$ cat config.mk
export PLATFORM = sky130hd
export DESIGN_NAME = ps2_rx_fifo
export DESIGN_NICKNAME = d
export VERILOG_FILES = /design/src/rtl/ps2_pkg.sv /design/src/rtl/ps2_edge_filter.sv /design/src/rtl/ps2_rx_fifo.sv
export SDC_FILE = /design/constraint.sdc
export NUM_CORES = 1
export LEC_CHECK = 0
export CORE_MARGIN = 3
export CORE_UTILIZATION = 55
export CTS_CLUSTER_SIZE = 25
export DETAILED_ROUTE_END_ITERATION = 6
export HOLD_SLACK_MARGIN = 0.12
export PLACE_DENSITY = 0.85
export SLEW_MARGIN = 20
export SYNTH_ARGS = -nofsm -noshare
export SYNTH_HDL_FRONTEND = slang
export SYNTH_SLANG_ARGS = --single-unit
$ cat constraint.sdc
create_clock -name clk -period 2.94 [get_ports clk]
set_clock_uncertainty 0.15 [all_clocks]
set_input_delay 0.588 -clock clk [delete_from_list [all_inputs] [get_ports clk]]
set_output_delay 0.588 -clock clk [all_outputs]
set_load 0.01 [all_outputs]
$ cat src/rtl/ps2_pkg.sv
// rtl/ps2_pkg.sv - shared constants and types for the PS/2 receive path
package ps2_pkg;

  localparam logic [7:0] PS2_PREFIX_EXT   = 8'hE0;
  localparam logic [7:0] PS2_PREFIX_BREAK = 8'hF0;

  // Event entry layout: {ext, rel, code[7:0]}
  localparam int PS2_EVT_W = 10;

  typedef enum logic [1:0] {
    IDLE,
    SHIFT,
    CHECK
  } rx_state_e;

endpackage

$ cat src/rtl/ps2_edge_filter.sv
// rtl/ps2_edge_filter.sv - synchroniser plus level filter producing a falling-edge strobe
module ps2_edge_filter #(
  parameter int FILTER_LEN = 6
) (
  input  logic clk,
  input  logic reset,
  input  logic pin_i,
  output logic fall_o
);

  localparam int CW = $clog2(FILTER_LEN + 1);

  logic [1:0]    sync_q;
  logic          level_q;
  logic          fall_q;
  logic [CW-1:0] cnt_q;

  // The level flips on the FILTER_LEN-th consecutive sample that disagrees with it.
  always_ff @(posedge clk or posedge reset) begin
    if (reset) begin
      sync_q  <= 2'b11;
      level_q <= 1'b1;
      fall_q  <= 1'b0;
      cnt_q   <= '0;
    end else begin
      sync_q <= {sync_q[0], pin_i};
      fall_q <= 1'b0;
      if (sync_q[1] == level_q) begin
        cnt_q <= '0;
      end else if (cnt_q == CW'(FILTER_LEN - 1)) begin
        level_q <= sync_q[1];
        fall_q  <= level_q;
        cnt_q   <= '0;
      end else begin
        cnt_q <= cnt_q + CW'(1);
      end
    end
  end

  assign fall_o = fall_q;

endmodule

$ cat src/rtl/ps2_rx_fifo.sv
// rtl/ps2_rx_fifo.sv - PS/2 frame receiver with prefix decoding and a show-ahead event FIFO
module ps2_rx_fifo
  import ps2_pkg::*;
#(
  parameter int FILTER_LEN     = 6,
  parameter int FIFO_DEPTH     = 8,
  parameter int TIMEOUT_CYCLES = 50000,
  parameter int DECODE_PREFIX  = 1
) (
  input  logic                        clk,
  input  logic                        reset,
  input  logic                        ps2_clk,
  input  logic                        ps2_data,
  input  logic                        rd_en,
  output logic [7:0]                  rd_code,
  output logic                        rd_ext,
  output logic                        rd_rel,
  output logic                        empty,
  output logic                        full,
  output logic [$clog2(FIFO_DEPTH):0] count,
  output logic                        overflow,
  output logic                        parity_err,
  output logic                        frame_err
);

  localparam int AW = $clog2(FIFO_DEPTH);
  localparam int CW = AW + 1;
  localparam int TW = $clog2(TIMEOUT_CYCLES + 1);

  logic       fall;
  logic [1:0] data_sync_q;
  logic       data_s;

  ps2_edge_filter #(.FILTER_LEN(FILTER_LEN)) u_clk_filter (
    .clk    (clk),
    .reset  (reset),
    .pin_i  (ps2_clk),
    .fall_o (fall)
  );

  always_ff @(posedge clk or posedge reset) begin
    if (reset) data_sync_q <= 2'b11;
    else       data_sync_q <= {data_sync_q[0], ps2_data};
  end
  assign data_s = data_sync_q[1];

  rx_state_e      state_q;
  logic [3:0]     bit_cnt_q;
  logic [9:0]     shreg_q;
  logic [TW-1:0]  timer_q;
  logic           ext_q, rel_q;
  logic           parity_err_q, frame_err_q;

  logic           stop_ok, par_ok, is_prefix, push_w;
  logic [PS2_EVT_W-1:0] push_entry;

  // shreg_q holds {stop, parity, data[7:0]} once all ten post-start bits are in.
  always_comb begin
    stop_ok    = shreg_q[9];
    par_ok     = ^shreg_q[8:0];
    is_prefix  = (DECODE_PREFIX != 0) &&
                 (shreg_q[7:0] == PS2_PREFIX_EXT || shreg_q[7:0] == PS2_PREFIX_BREAK);
    push_w     = (state_q == CHECK) && stop_ok && par_ok && !is_prefix;
    push_entry = {ext_q, rel_q, shreg_q[7:0]};
  end

  always_ff @(posedge clk or posedge reset) begin
    if (reset) begin
      state_q      <= IDLE;
      bit_cnt_q    <= '0;
      shreg_q      <= '0;
      timer_q      <= '0;
      ext_q        <= 1'b0;
      rel_q        <= 1'b0;
      parity_err_q <= 1'b0;
      frame_err_q  <= 1'b0;
    end else begin
      parity_err_q <= 1'b0;
      frame_err_q  <= 1'b0;
      case (state_q)
        IDLE: begin
          if (fall && !data_s) begin
            state_q   <= SHIFT;
            bit_cnt_q <= 4'd1;
            timer_q   <= '0;
          end
        end
        SHIFT: begin
          if (fall) begin
            shreg_q   <= {data_s, shreg_q[9:1]};
            bit_cnt_q <= bit_cnt_q + 4'd1;
            timer_q   <= '0;
            if (bit_cnt_q == 4'd10) state_q <= CHECK;
          end else if (timer_q == TW'(TIMEOUT_CYCLES - 1)) begin
            frame_err_q <= 1'b1;
            ext_q       <= 1'b0;
            rel_q       <= 1'b0;
            state_q     <= IDLE;
          end else begin
            timer_q <= timer_q + TW'(1);
          end
        end
        CHECK: begin
          state_q <= IDLE;
          if (!stop_ok) begin
            frame_err_q <= 1'b1;
            ext_q       <= 1'b0;
            rel_q       <= 1'b0;
          end else if (!par_ok) begin
            parity_err_q <= 1'b1;
            ext_q        <= 1'b0;
            rel_q        <= 1'b0;
          end else if (DECODE_PREFIX != 0 && shreg_q[7:0] == PS2_PREFIX_EXT) begin
            ext_q <= 1'b1;
          end else if (DECODE_PREFIX != 0 && shreg_q[7:0] == PS2_PREFIX_BREAK) begin
            rel_q <= 1'b1;
          end else begin
            ext_q <= 1'b0;
            rel_q <= 1'b0;
          end
        end
        default: state_q <= IDLE;
      endcase
    end
  end

  logic [PS2_EVT_W-1:0] mem_q [FIFO_DEPTH];
  logic [AW-1:0]        wr_ptr_q, rd_ptr_q;
  logic [CW-1:0]        count_q, count_d;
  logic                 overflow_q;
  logic                 pop, full_w, wr_ok;
  logic [PS2_EVT_W-1:0] head_w;

  // A pop frees the slot the same cycle, so a full FIFO still accepts a push alongside it.
  always_comb begin
    full_w  = (count_q == CW'(FIFO_DEPTH));
    pop     = rd_en && (count_q != '0);
    wr_ok   = push_w && (!full_w || pop);
    count_d = count_q;
    if (wr_ok && !pop)      count_d = count_q + CW'(1);
    else if (!wr_ok && pop) count_d = count_q - CW'(1);
  end

  always_ff @(posedge clk or posedge reset) begin
    if (reset) begin
      wr_ptr_q   <= '0;
      rd_ptr_q   <= '0;
      count_q    <= '0;
      overflow_q <= 1'b0;
    end else begin
      if (wr_ok) wr_ptr_q <= wr_ptr_q + AW'(1);
      if (pop)   rd_ptr_q <= rd_ptr_q + AW'(1);
      count_q    <= count_d;
      overflow_q <= push_w && !wr_ok;
    end
  end

  always_ff @(posedge clk) begin
    if (wr_ok) mem_q[wr_ptr_q] <= push_entry;
  end

  assign head_w     = mem_q[rd_ptr_q];
  assign empty      = (count_q == '0);
  assign full       = full_w;
  assign count      = count_q;
  assign rd_code    = empty ? 8'h00 : head_w[7:0];
  assign rd_ext     = !empty && head_w[9];
  assign rd_rel     = !empty && head_w[8];
  assign overflow   = overflow_q;
  assign parity_err = parity_err_q;
  assign frame_err  = frame_err_q;

endmodule
==> results.rst, run 1 <==
.. list-table::
   :header-rows: 1

   * - Metric
     - Value
   * - Result of the run
     - finished, final reports clean
   * - First-pass GRT wire length
     - 21.6 mm
   * - Type of the worst setup path
     - flip-flop to flip-flop
   * - Cell depth of the worst min-delay path
     - 0
   * - Unique masters post-synth
     - 63
   * - Critical Path Slowest Stage Cell
     - sky130_fd_sc_hd__dfrtp_2
   * - Die ar.
     - 12300 sq um
   * - Max cap viols
     - 0
   * - Clock tree from TritonCTS
     - done
   * - Count of antenna diodes in the layout
     - 0
   * - Post-synthesis net count
     - 439
   * - Layout overhead on the synthesized area
     - 22.0%
   * - Clock transition time at the flip-flop clock pins of the worst setup and hold paths
     - 0.06 ns
   * - Tot GR Track Use
     - 22.7%
   * - Maximum single-stage delay on the critical path
     - 0.43 ns
   * - Die height
     - 111 um
   * - Final hold vios
     - 0
   * - Overflow left after global routing
     - 0
   * - Count of cells along the worst register-to-register path
     - 12
   * - Net total in the final layout
     - 502
   * - Max transition margin
     - 55.9%
   * - Vias after detailed routing
     - 3779
   * - Critical path startpoint category
     - flip-flop
   * - RePlAce Congestion
     - 0.857
   * - Top-Level Pins
     - 24
   * - Initial core utilization
     - 57.6%
   * - Count of clock tree sinks
     - 136
   * - Clock buffer depth
     - 2
   * - Dpl cells
     - 588
   * - CP cell instances
     - ha_4, xnor3_2, xnor2_4, nor4bb_4, ha_4, inv_4, ha_4, a21o_1, a21oi_2, xnor2_1, nor2_1, xor2_1
   * - Maximum fanout along the worst path
     - 3
   * - Die X-Extent
     - 111 um
   * - Count of port buffers added during placement
     - 23
   * - Number of levels in the clock H-tree
     - 4
   * - Row cnt
     - 37
   * - Worst min-delay path startpoint
     - u_clk_filter.sync_q[0]
   * - Critical Path RT
     - 3.19 ns
   * - Sort of element at the end of the critical path
     - flip-flop
   * - Reg-to-reg startpoint
     - shreg_q[6]
   * - Worst-Margin Slew
     - 0.661 ns
   * - Number of DRC markers in iteration 0
     - 288
   * - TritonRoute pass-1 iters
     - 4
   * - Routed wire per std cell
     - 20.8 um
   * - Initial antenna violation count
     - 0
   * - Number of cells produced by synthesis
     - 417
   * - Core region area
     - 10500 sq um
   * - Remaining number of nets flagged by the antenna check after routing
     - 0
   * - Slew Viols, Final
     - 0
   * - Data arrival at the endpoint of the critical path
     - 3.17 ns
   * - Hold endpoint
     - u_clk_filter.sync_q[1]
   * - Post-route DRC violation count
     - 0
   * - Most frequent CP cell
     - sky130_fd_sc_hd__ha_4
   * - Hold Path Class
     - flip-flop to flip-flop
   * - Synthesized-area fraction occupied by adder cells
     - 3.64%
   * - Synth warn
     - 0
   * - Peak supply drop
     - 0.466 mV
   * - Synth Area in Simple Gates
     - 11.0%
   * - Minimum clock period
     - 2.93 ns
   * - Area of the multi-input gates
     - 2190 sq um
   * - Via count of the first global-routing pass
     - 4083
   * - Main combinational cell family by area after synthesis
     - multiplexers
   * - Combined area of all synthesized cells
     - 6050 sq um
   * - PwrDens
     - 806 nW/um^2
   * - Skew-Pair Late Insertion Delay
     - 0.51 ns
   * - Inserted Clock Buffers
     - 17
   * - Maximum operating frequency
     - 0.342 GHz
   * - Post-Syn Area per Cell
     - 14.5 sq um
   * - Final Non-Filler Cells
     - 629
   * - Maximum number of pins on one net before global-route repair
     - 33
   * - Count of endpoints failing setup in the final report
     - 0
   * - Portion of netlist area occupied by mux cells
     - 12.1%
   * - Setup slack of the most critical reg-to-reg path
     - 0.01 ns
   * - Setup repair after global routing missed its margin
     - yes
   * - Final wirelength
     - 13.1 mm
   * - Number of storage elements in the synthesis netlist
     - 136
   * - Vias per inst
     - 6.01
   * - Fin Setup TNS
     - 0 ns
   * - Total power draw
     - 5.95 mW
   * - Number of enable-type register cells in the synthesized netlist
     - 80
   * - Final critical-path share of the clock period
     - 99.5%
   * - Synth Area in XOR/XNOR
     - 2.40%
   * - Layout cell share with drive strength beyond 1
     - 28.4%
   * - Static power due to leakage
     - 2.97 nW
   * - Dominant register cell in the synthesized netlist
     - sky130_fd_sc_hd__edfxtp_1
   * - Worst reg2reg endpoint
     - count[3]
   * - Portion of the post-synthesis area used by sequential elements
     - 63.0%
   * - Register cell area after layout
     - 3810 sq um
   * - Cell at the root of the clock tree
     - sky130_fd_sc_hd__clkbuf_8
   * - Placed wire-length estimate
     - 7.91 mm
   * - Fillers
     - 653
   * - Post-synth ARST share
     - 41.2%
   * - Compound-gate portion of the synthesized area
     - 5.50%
-- power breakdown --
part / internal, mW / switching [mW] / total [mW]
clock network: 1.39 / 0.821 / 2.21
registers: 2.14 / 0.153 / 2.29
logic: 0.699 / 0.747 / 1.45
total: 4.23 / 1.72 / 5.95
-- critical path, delay by kind of cell (launching register included) --
kind / cells / cell delay, ns
AOI/OAI and AO/OA: 2 / 0.29
xor gates and xnor gates: 4 / 0.84
adders and majority gates: 3 / 0.64
buffers and inverters: 1 / 0.05
DFF: 1 / 0.43
and+or+nand+nor: 2 / 0.42
-- registers in the layout, summed over array words and instances, names as in the netlist, 2 cells and up --
name and flops:
rd_ptr_q 3, bit_cnt_q 4, u_clk_filter.cnt_q 3, state_q 2, mem_q 80, timer_q 16, data_sync_q 2, u_clk_filter.sync_q 2
count 4, wr_ptr_q 3, shreg_q 10
-- kinds of logic after synthesis --
logic type / count (synthesis)
flops: 136
simple gates: 119
compound gates: 54
mux: 46
buf+inv: 31
fa+ha+maj: 17
xor+xnor: 14
-- worst max-delay path by stage --
| stage | from | to | slack, ns | cells after the start |
|---|---|---|---|---|
| 2_1_floorplan | shreg_q[4] | count[3] | -0.04 | 14 |
| 3_3_place_gp | rd_en | count[3] | -0.009 | 11 |
| 3_5_place_dp | shreg_q[4] | count[3] | -0.05 | 13 |
| 4_1_cts | rd_ptr_q[0] | rd_ext | 0.0003 | 6 |
| 5_1_grt | shreg_q[6] | count[3] | -0.07 | 12 |
| 6_report | shreg_q[6] | count[3] | 0.01 | 12 |
-- cell type report --
cell class | instances | area share (%)
multi-input combinational | 250 | 29.7
clock buffer | 19 | 5.71
clock inverter | 13 | 2.61
timing repair buffer | 59 | 7.14
sequential | 136 | 51.7
tap | 136 | 2.31
inverter | 16 | 0.848
-- metal layers --
layer	wire [um]	GRT usage (%)	vias up
li1	-	-	1706
met1	5040	27.0	1919
met5	0	0	-
met3	613	4.64	27
met4	313	10.8	0
met2	7130	39.6	127
-- cell usage in the layout, fill, tap and decap left out, drive strengths merged, types with 5 or more instances in the layout --
cell type	netlist	layout
edfxtp	80	80
dfrtp	51	51
buf	8	40
nand2	27	27
nor2	27	27
o21ai	21	21
clkbuf	7	21
inv	16	21
mux4	20	20
ha	16	16
nand3	14	14
clkdlybuf4s50	0	13
mux2	13	13
mux2i	13	13
a21oi	11	11
nand2b	8	8
nand4	8	8
xnor2	8	8
nor3	7	7
dfstp	5	5
xor2	5	5
-- through the flow --
step / setup slack (ns) / cell area, sq um / utilization, % / hold slack (ns)
6_report: 0.0150 / 7380 / 70.2 / 0.206
3_5_place_dp: -0.0491 / 6670 / 63.4 / 0.197
5_1_grt: -0.0744 / 7380 / 70.2 / 0.211
2_1_floorplan: -0.0424 / 6100 / - / 0.195
3_3_place_gp: -0.00903 / 6670 / 63.4 / 0.196
4_1_cts: 0.000332 / 7360 / 70.0 / 0.207
-- synth_stat cells (3+ instances only) --
master,number,area share (%)
sky130_fd_sc_hd__xor2_1,5,0.72
sky130_fd_sc_hd__nand2b_1,7,0.72
sky130_fd_sc_hd__dfrtp_1,51,21
sky130_fd_sc_hd__mux2_2,12,2.2
sky130_fd_sc_hd__nor3_1,5,0.41
sky130_fd_sc_hd__o31ai_1,4,0.50
sky130_fd_sc_hd__a31oi_1,3,0.31
sky130_fd_sc_hd__mux2i_1,12,2.0
sky130_fd_sc_hd__xnor2_1,7,1.0
sky130_fd_sc_hd__inv_1,15,0.93
sky130_fd_sc_hd__nand3b_1,4,0.50
sky130_fd_sc_hd__mux4_2,20,7.4
sky130_fd_sc_hd__or4_1,3,0.37
sky130_fd_sc_hd__nand4_1,7,0.72
sky130_fd_sc_hd__buf_2,5,0.41
sky130_fd_sc_hd__nor4b_1,3,0.43
sky130_fd_sc_hd__nand3_1,14,1.2
sky130_fd_sc_hd__nor2_1,25,1.6
sky130_fd_sc_hd__a21oi_1,11,0.91
sky130_fd_sc_hd__ha_1,16,3.3
sky130_fd_sc_hd__nor3b_1,3,0.37
sky130_fd_sc_hd__edfxtp_1,80,40
sky130_fd_sc_hd__clkbuf_1,5,0.31
sky130_fd_sc_hd__and2_1,3,0.31
sky130_fd_sc_hd__nand2_1,25,1.6
sky130_fd_sc_hd__o21ai_0,20,1.7
sky130_fd_sc_hd__dfstp_2,5,2.2
-- repair_timing --
action,in CTS,in global routing
resized for setup,27,9
cloned,2,0
pin swaps,0,6
setup endpoints to repair,11,12
setup buffers,3,6
hold buffers,0,0
(Power assumes the default switching activity.)
==> inputs of run 2 (changes only) <==
- PLACE_DENSITY: 0.85 -> 0.82
- clock period: 2.94 -> 3.5 ns (I/O delays scaled with it)
==> results.rst, run 2 (synthesis gave the netlist of run 1 again) <==
.. list-table::
   :header-rows: 1

   * - Metric
     - Value
   * - Count of cells resized by post-cts repair
     - 0 (was 27)
   * - Final hold vios
     - 0 (unchanged)
   * - Tot GR Track Use
     - 20.2% (was 22.7%)
   * - Initial core utilization
     - 57.6% (unchanged)
   * - Maximum fanout along the worst path
     - 11 (was 3)
   * - Top register by number of flip-flops
     - mem_q (unchanged)
   * - Cell area reported after detailed placement
     - 6520 sq um (was 6670 sq um)
   * - Top-Level Pins
     - 24 (unchanged)
   * - Die ar.
     - 12300 sq um (unchanged)
   * - CP cell instances
     - ha_1, xnor3_2, xnor2_2, nor4bb_2, ha_1, inv_1, ha_1, a21o_1, a21oi_1, xnor2_1, nor2_1, xor2_1 (was ha_4, xnor3_2, xnor2_4, nor4bb_4, ha_4, inv_4, ha_4, a21o_1, a21oi_2, xnor2_1, nor2_1, xor2_1)
   * - Vias after detailed routing
     - 3583 (was 3779)
   * - Critical Path Slowest Stage Cell
     - sky130_fd_sc_hd__dfrtp_2 (unchanged)
   * - Via count of the first global-routing pass
     - 3721 (was 4083)
   * - Core region area
     - 10500 sq um (unchanged)
   * - Die X-Extent
     - 111 um (unchanged)
   * - Most frequent CP cell
     - sky130_fd_sc_hd__ha_1 (was sky130_fd_sc_hd__ha_4)
   * - Clock tree from TritonCTS
     - done (unchanged)
   * - Clock buffer depth
     - 2 (unchanged)
   * - Clock transition time at the flip-flop clock pins of the worst setup and hold paths
     - 0.06 ns (about the same)
   * - Design area
     - 7090 sq um (was 7380 sq um)
   * - Minimum clock period
     - 3.27 ns (was 2.93 ns)
   * - Number of levels in the clock H-tree
     - 4 (unchanged)
   * - Slew Viols, Final
     - 0 (unchanged)
   * - Setup slack of the most critical reg-to-reg path
     - 0.23 ns (was 0.01 ns)
   * - Count of clock tree sinks
     - 136 (unchanged)
   * - Number of DRC markers in iteration 0
     - 243 (was 288)
   * - Fillers
     - 703 (was 653)
   * - Sort of element at the end of the critical path
     - flip-flop (unchanged)
   * - Crit. path cell count
     - 12 (unchanged)
   * - Last element of the critical path
     - count[3] (unchanged)
   * - Inserted Clock Buffers
     - 17 (unchanged)
   * - Count of cells along the worst register-to-register path
     - 12 (unchanged)
   * - Maximum number of pins on one net before global-route repair
     - 36 (was 33)
   * - Net total in the final layout
     - 485 (was 502)
   * - Setup repair after global routing missed its margin
     - no (was yes)
   * - Remaining number of nets flagged by the antenna check after routing
     - 0 (unchanged)
   * - Overflow left after global routing
     - 0 (unchanged)
   * - Skew-Pair Late Insertion Delay
     - 0.52 ns (was 0.51 ns)
   * - Static power due to leakage
     - 2.82 nW (was 2.97 nW)
   * - TritonRoute pass-1 iters
     - 4 (unchanged)
   * - Family with the most delay on the worst path
     - adder cells (was XOR/XNOR gates)
   * - Peak supply drop
     - 0.460 mV (was 0.466 mV)
   * - Count of endpoints failing setup in the final report
     - 0 (unchanged)
   * - Result of the run
     - finished, final reports clean (unchanged)
   * - Critical path startpoint
     - shreg_q[7] (was shreg_q[6])
   * - Count of antenna diodes in the layout
     - 0 (unchanged)
   * - Layout cell share with drive strength beyond 1
     - 22.5% (was 28.4%)
   * - Reg-to-reg startpoint
     - shreg_q[7] (was shreg_q[6])
   * - Layout overhead on the synthesized area
     - 17.2% (was 22.0%)
   * - Max transition margin
     - 51.7% (was 55.9%)
   * - Critical path startpoint category
     - flip-flop (unchanged)
   * - Max cap viols
     - 0 (unchanged)
   * - Worst-Margin Slew
     - 0.723 ns (was 0.661 ns)
   * - Placed wire-length estimate
     - 7.61 mm (was 7.91 mm)
   * - Critical Path RT
     - 3.76 ns (was 3.19 ns)
   * - Row cnt
     - 37 (unchanged)
   * - Initial antenna violation count
     - 0 (unchanged)
   * - Maximum operating frequency
     - 0.305 GHz (was 0.342 GHz)
   * - Die height
     - 111 um (unchanged)
   * - First-pass GRT wire length
     - 19.3 mm (was 21.6 mm)
   * - Routed wire per std cell
     - 18.6 um (was 20.8 um)
   * - Maximum single-stage delay on the critical path
     - 0.48 ns (was 0.43 ns)
   * - Hold buffer count at CTS
     - 0 (unchanged)
   * - Buffer and inverter count on the worst path
     - 1 (unchanged)
   * - Final critical-path share of the clock period
     - 93.6% (was 99.5%)
   * - Fin Setup TNS
     - 0 ns (unchanged)
   * - Hold Path Class
     - flip-flop to flip-flop (unchanged)
   * - Vias per inst
     - 5.85 (was 6.01)
   * - PwrDens
     - 670 nW/um^2 (was 806 nW/um^2)
   * - Final wirelength
     - 11.4 mm (was 13.1 mm)
   * - Largest register FFs
     - 80 (unchanged)
   * - Registers with the most flip-flops
     - mem_q: 80 flops, timer_q: 16 flops, shreg_q: 10 flops (unchanged)
   * - RePlAce Congestion
     - 0.854 (was 0.857)
   * - Post-route DRC violation count
     - 0 (unchanged)
   * - Worst reg2reg endpoint
     - count[3] (unchanged)
   * - Cell at the root of the clock tree
     - sky130_fd_sc_hd__clkbuf_8 (unchanged)
   * - Data arrival at the endpoint of the critical path
     - 3.53 ns (was 3.17 ns)
   * - Count of port buffers added during placement
     - 23 (unchanged)
   * - Commonest non-fill, non-tap cell in the layout
     - sky130_fd_sc_hd__edfxtp_1 (unchanged)
   * - Type of the worst setup path
     - flip-flop to flip-flop (unchanged)
   * - Setup Fix Bufs, Post-CTS
     - 0 (was 3)
   * - Commonest cells after routing, fill and taps aside
     - 80 x sky130_fd_sc_hd__edfxtp_1, 50 x sky130_fd_sc_hd__dfrtp_1, 25 x sky130_fd_sc_hd__nand2_1, 25 x sky130_fd_sc_hd__nor2_1, 23 x sky130_fd_sc_hd__clkdlybuf4s50_1 (was 80 x sky130_fd_sc_hd__edfxtp_1, 47 x sky130_fd_sc_hd__dfrtp_1, 29 x sky130_fd_sc_hd__buf_4)
run 2: cell types whose count changed in the layout (fill, tap and decap cells not counted), moves of 3 or more:
cell	before	now
sky130_fd_sc_hd__buf_6	3	0
sky130_fd_sc_hd__ha_1	12	16
sky130_fd_sc_hd__buf_4	29	19
sky130_fd_sc_hd__buf_2	4	0
sky130_fd_sc_hd__dlygate4sd2_1	4	0
sky130_fd_sc_hd__ha_4	4	0
sky130_fd_sc_hd__bufinv_16	4	1
sky130_fd_sc_hd__inv_8	0	4
sky130_fd_sc_hd__buf_12	4	0
sky130_fd_sc_hd__dfrtp_2	4	1
sky130_fd_sc_hd__dfrtp_1	47	50
sky130_fd_sc_hd__clkdlybuf4s50_1	13	23
run 2: stage by stage:
step	power [mW]	cells	setup WS (ns)	hold slack [ns]	utilization, %
3_5_place_dp	3.07	580	0.188	0.198	62.0
4_1_cts	4.79	612	0.175	0.208	67.5
5_1_grt	4.99	612	0.0114	0.214	67.5
3_3_place_gp	3.03	580	0.317	0.195	62.0
6_report	4.75	612	0.226	0.207	67.5
2_1_floorplan	2.72	417	0.307	0.195	-
run 2: layer usage:
layer,routed length (um),vias up,track usage [%]
li1,-,1677,-
met1,4620,1796,25.1
met2,6110,90,34.3
met3,522,20,5.24
met4,163,0,7.47
met5,0,-,0
run 2: power by group:
part	switching, mW	internal, mW	total (mW)	leakage [nW]
registers	0.154	1.79	1.95	1.56
clock network	0.731	0.973	1.70	0.278
logic	0.564	0.536	1.10	0.978
run 2: worst min path at each step:
| stage | startpoint | cells after the start | slack (ns) | end |
|---|---|---|---|---|
| 2_1_floorplan | data_sync_q[0] | 0 | 0.20 | data_sync_q[1] |
| 3_3_place_gp | data_sync_q[0] | 0 | 0.20 | data_sync_q[1] |
| 3_5_place_dp | data_sync_q[0] | 0 | 0.20 | data_sync_q[1] |
| 4_1_cts | data_sync_q[0] | 0 | 0.21 | data_sync_q[1] |
| 5_1_grt | u_clk_filter.sync_q[0] | 0 | 0.21 | u_clk_filter.sync_q[1] |
| 6_report | data_sync_q[0] | 0 | 0.21 | data_sync_q[1] |
run 2: cell type report:
cell class	instances	area, sq um	area share (%)
clock buffer	17	414	5.84
tap	136	170	2.40
timing repair buffer	42	373	5.26
inverter	16	60.1	0.847
clock inverter	15	156	2.21
sequential	136	3810	53.7
multi-input combinational	250	2110	29.7
==> inputs of run 3 (changes only) <==
- CELL_PAD_IN_SITES_DETAIL_PLACEMENT: not set -> 1
- CELL_PAD_IN_SITES_GLOBAL_PLACEMENT: not set -> 2
- CORE_UTILIZATION: 55 -> 48
- PLACE_DENSITY: 0.82 -> 0.94
==> results.rst, run 3 (synthesis gave the netlist of run 1 again) <==
.. list-table::
   :header-rows: 1

   * - Metric
     - Value
   * - Met2 Resource Use GR
     - 38.9% (was 34.3%)
   * - Clock buffer depth
     - 2 (unchanged)
   * - Initial antenna violation count
     - 0 (unchanged)
   * - Count of endpoints failing setup in the final report
     - 0 (unchanged)
   * - Net total in the final layout
     - 485 (unchanged)
   * - Vias per inst
     - 5.68 (was 5.85)
   * - RePlAce Congestion
     - 0.791 (was 0.854)
   * - Number of levels in the clock H-tree
     - 4 (unchanged)
   * - PwrDens
     - 686 nW/um^2 (was 670 nW/um^2)
   * - Final hold vios
     - 0 (unchanged)
   * - Remaining number of nets flagged by the antenna check after routing
     - 0 (unchanged)
   * - Count of clock tree sinks
     - 136 (unchanged)
   * - Die height
     - 118 um (was 111 um)
   * - Design area
     - 7170 sq um (was 7090 sq um)
   * - Busiest layer in global routing
     - met2 (unchanged)
   * - Max cap viols
     - 0 (unchanged)
   * - Critical Path RT
     - 3.65 ns (was 3.76 ns)
   * - Top register by number of flip-flops
     - mem_q (unchanged)
   * - Layout cell share with drive strength beyond 1
     - 22.3% (was 22.5%)
   * - Worst-Margin Slew
     - 0.724 ns (was 0.723 ns)
   * - Count of antenna diodes in the layout
     - 0 (unchanged)
   * - Top-Level Pins
     - 24 (unchanged)
   * - Slew Viols, Final
     - 0 (unchanged)
   * - Type of the worst setup path
     - flip-flop to flip-flop (unchanged)
   * - Maximum fanout along the worst path
     - 10 (was 11)
   * - Number of DRC markers in iteration 0
     - 222 (was 243)
   * - Commonest non-fill, non-tap cell in the layout
     - sky130_fd_sc_hd__edfxtp_1 (unchanged)
   * - Utilization of the core after routing
     - 59.0% (was 67.5%)
   * - Row cnt
     - 40 (was 37)
   * - Fraction of met3 tracks used by global routing
     - 4.59% (was 5.24%)
   * - Initial core utilization
     - 49.8% (was 57.6%)
   * - Fin Setup TNS
     - 0 ns (unchanged)
   * - Via count of the first global-routing pass
     - 4041 (was 3721)
   * - Maximum operating frequency
     - 0.301 GHz (was 0.305 GHz)
   * - Commonest cells after routing, fill and taps aside
     - 80 x sky130_fd_sc_hd__edfxtp_1, 48 x sky130_fd_sc_hd__dfrtp_1, 25 x sky130_fd_sc_hd__nand2_1, 25 x sky130_fd_sc_hd__nor2_1, 23 x sky130_fd_sc_hd__clkdlybuf4s50_1 (was 80 x sky130_fd_sc_hd__edfxtp_1, 50 x sky130_fd_sc_hd__dfrtp_1, 25 x sky130_fd_sc_hd__nand2_1, 25 x sky130_fd_sc_hd__nor2_1, 23 x sky130_fd_sc_hd__clkdlybuf4s50_1)
   * - Clock tree from TritonCTS
     - done (unchanged)
   * - Maximum number of pins on one net before global-route repair
     - 27 (was 36)
   * - Inserted Clock Buffers
     - 17 (unchanged)
   * - Hold Path Class
     - flip-flop to flip-flop (unchanged)
   * - Clock transition time at the flip-flop clock pins of the worst setup and hold paths
     - 0.06 ns (about the same)
   * - Sort of element at the end of the critical path
     - flip-flop (unchanged)
   * - Core region area
     - 12200 sq um (was 10500 sq um)
   * - Max transition margin
     - 51.3% (was 51.7%)
   * - Placed wire-length estimate
     - 9.04 mm (was 7.61 mm)
   * - Final wirelength
     - 13.7 mm (was 11.4 mm)
   * - Skew-Pair Late Insertion Delay
     - 0.42 ns (was 0.52 ns)
   * - Static power due to leakage
     - 2.83 nW (was 2.82 nW)
   * - Overflow left after global routing
     - 0 (unchanged)
   * - Tot GR Track Use
     - 21.2% (was 20.2%)
   * - Routed wire per std cell
     - 21.3 um (was 18.6 um)
   * - Die X-Extent
     - 118 um (was 111 um)
   * - Result of the run
     - finished, final reports clean (unchanged)
   * - Minimum clock period
     - 3.32 ns (was 3.27 ns)
   * - Final critical-path share of the clock period
     - 94.9% (was 93.6%)
   * - Data arrival at the endpoint of the critical path
     - 3.47 ns (was 3.53 ns)
   * - Registers with the most flip-flops
     - mem_q: 80 flops, timer_q: 16 flops, shreg_q: 10 flops (unchanged)
   * - TritonRoute pass-1 iters
     - 4 (unchanged)
   * - Post-route DRC violation count
     - 0 (unchanged)
   * - Layout overhead on the synthesized area
     - 18.5% (was 17.2%)
   * - Critical path startpoint category
     - flip-flop (unchanged)
   * - Cell at the root of the clock tree
     - sky130_fd_sc_hd__clkbuf_16 (was sky130_fd_sc_hd__clkbuf_8)
   * - Hold buffer count at CTS
     - 0 (unchanged)
   * - Cell area reported after detailed placement
     - 6560 sq um (was 6520 sq um)
   * - Final worst hold slack
     - 0.204 ns (was 0.207 ns)
   * - Vias after detailed routing
     - 3653 (was 3583)
   * - Global-route track usage on met1
     - 24.9% (was 25.1%)
   * - Total power draw
     - 4.92 mW (was 4.75 mW)
   * - Peak supply drop
     - 0.338 mV (was 0.460 mV)
   * - Largest register FFs
     - 80 (unchanged)
   * - Die ar.
     - 14000 sq um (was 12300 sq um)
   * - Count of port buffers added during placement
     - 23 (unchanged)
   * - First-pass GRT wire length
     - 22.5 mm (was 19.3 mm)
run 3: cell count changes in the layout (fill, tap and decap cells not counted), sizes merged:
cell	change
bufinv	+3
inv	-10
clkinv	+5
clkbuf	+1
run 3: final timing paths:
kind | slack (ns) | from | cells past startpoint | end
setup / recovery | 0.18 | shreg_q[0] | 13 | count[3]
max in group asynchronous | 1.94 | reset | 3 | u_clk_filter.level_q
hold / removal | 0.20 | data_sync_q[0] | 0 | data_sync_q[1]
min in group asynchronous | 0.52 | reset | 2 | count[0]
hold reg to reg | 0.20 | data_sync_q[0] | 0 | data_sync_q[1]
setup reg to reg | 0.18 | shreg_q[0] | 13 | count[3]
run 3: final cells by class:
cell class / count / area [sq um]
fill: 1157 / 4990
multi-input combinational: 250 / 2110
clock inverter: 13 / 180
sequential: 136 / 3810
tap: 168 / 210
inverter: 16 / 60.1
timing repair buffer: 42 / 373
clock buffer: 18 / 429
run 3: timing repair:
action                     4_1_cts  5_1_grt
gates resized for setup          0        3
setup buffers                    0        0
setup endpoints to repair        0        1
run 3: power by group:
part           total (mW)  switching [mW]  leakage [nW]  internal [mW]
sequential           1.95           0.158          1.56           1.79
combinational        1.12           0.586         0.978          0.538
clock                1.85           0.665         0.293           1.18
run 3: per-stage QoR:
| step | cells | worst slack, ns |
|---|---|---|
| 2_1_floorplan | 417 | 0.307 |
| 3_3_place_gp | 612 | 0.316 |
| 3_5_place_dp | 612 | 0.118 |
| 4_1_cts | 643 | 0.107 |
| 5_1_grt | 643 | -0.0132 |
| 6_report | 643 | 0.180 |
run 3: layer usage:
| metal | up-vias | wire (um) |
|---|---|---|
| met5 | - | 0 |
| met4 | 0 | 136 |
| met1 | 1921 | 5570 |
| met2 | 53 | 7660 |
| li1 | 1666 | - |
| met3 | 13 | 353 |
run 3: worst max-delay path, cell delays in order (launching register included):
cell	delay, ns
sky130_fd_sc_hd__dfrtp_1	0.55
sky130_fd_sc_hd__inv_1	0.09
sky130_fd_sc_hd__ha_1	0.32
sky130_fd_sc_hd__xor2_1	0.27
sky130_fd_sc_hd__xnor2_2	0.15
sky130_fd_sc_hd__nor4bb_2	0.34
sky130_fd_sc_hd__ha_1	0.24
sky130_fd_sc_hd__inv_1	0.10
sky130_fd_sc_hd__ha_1	0.30
sky130_fd_sc_hd__a21o_1	0.18
sky130_fd_sc_hd__a21oi_1	0.18
sky130_fd_sc_hd__xnor2_1	0.14
sky130_fd_sc_hd__nor2_1	0.06
sky130_fd_sc_hd__xor2_1	0.14
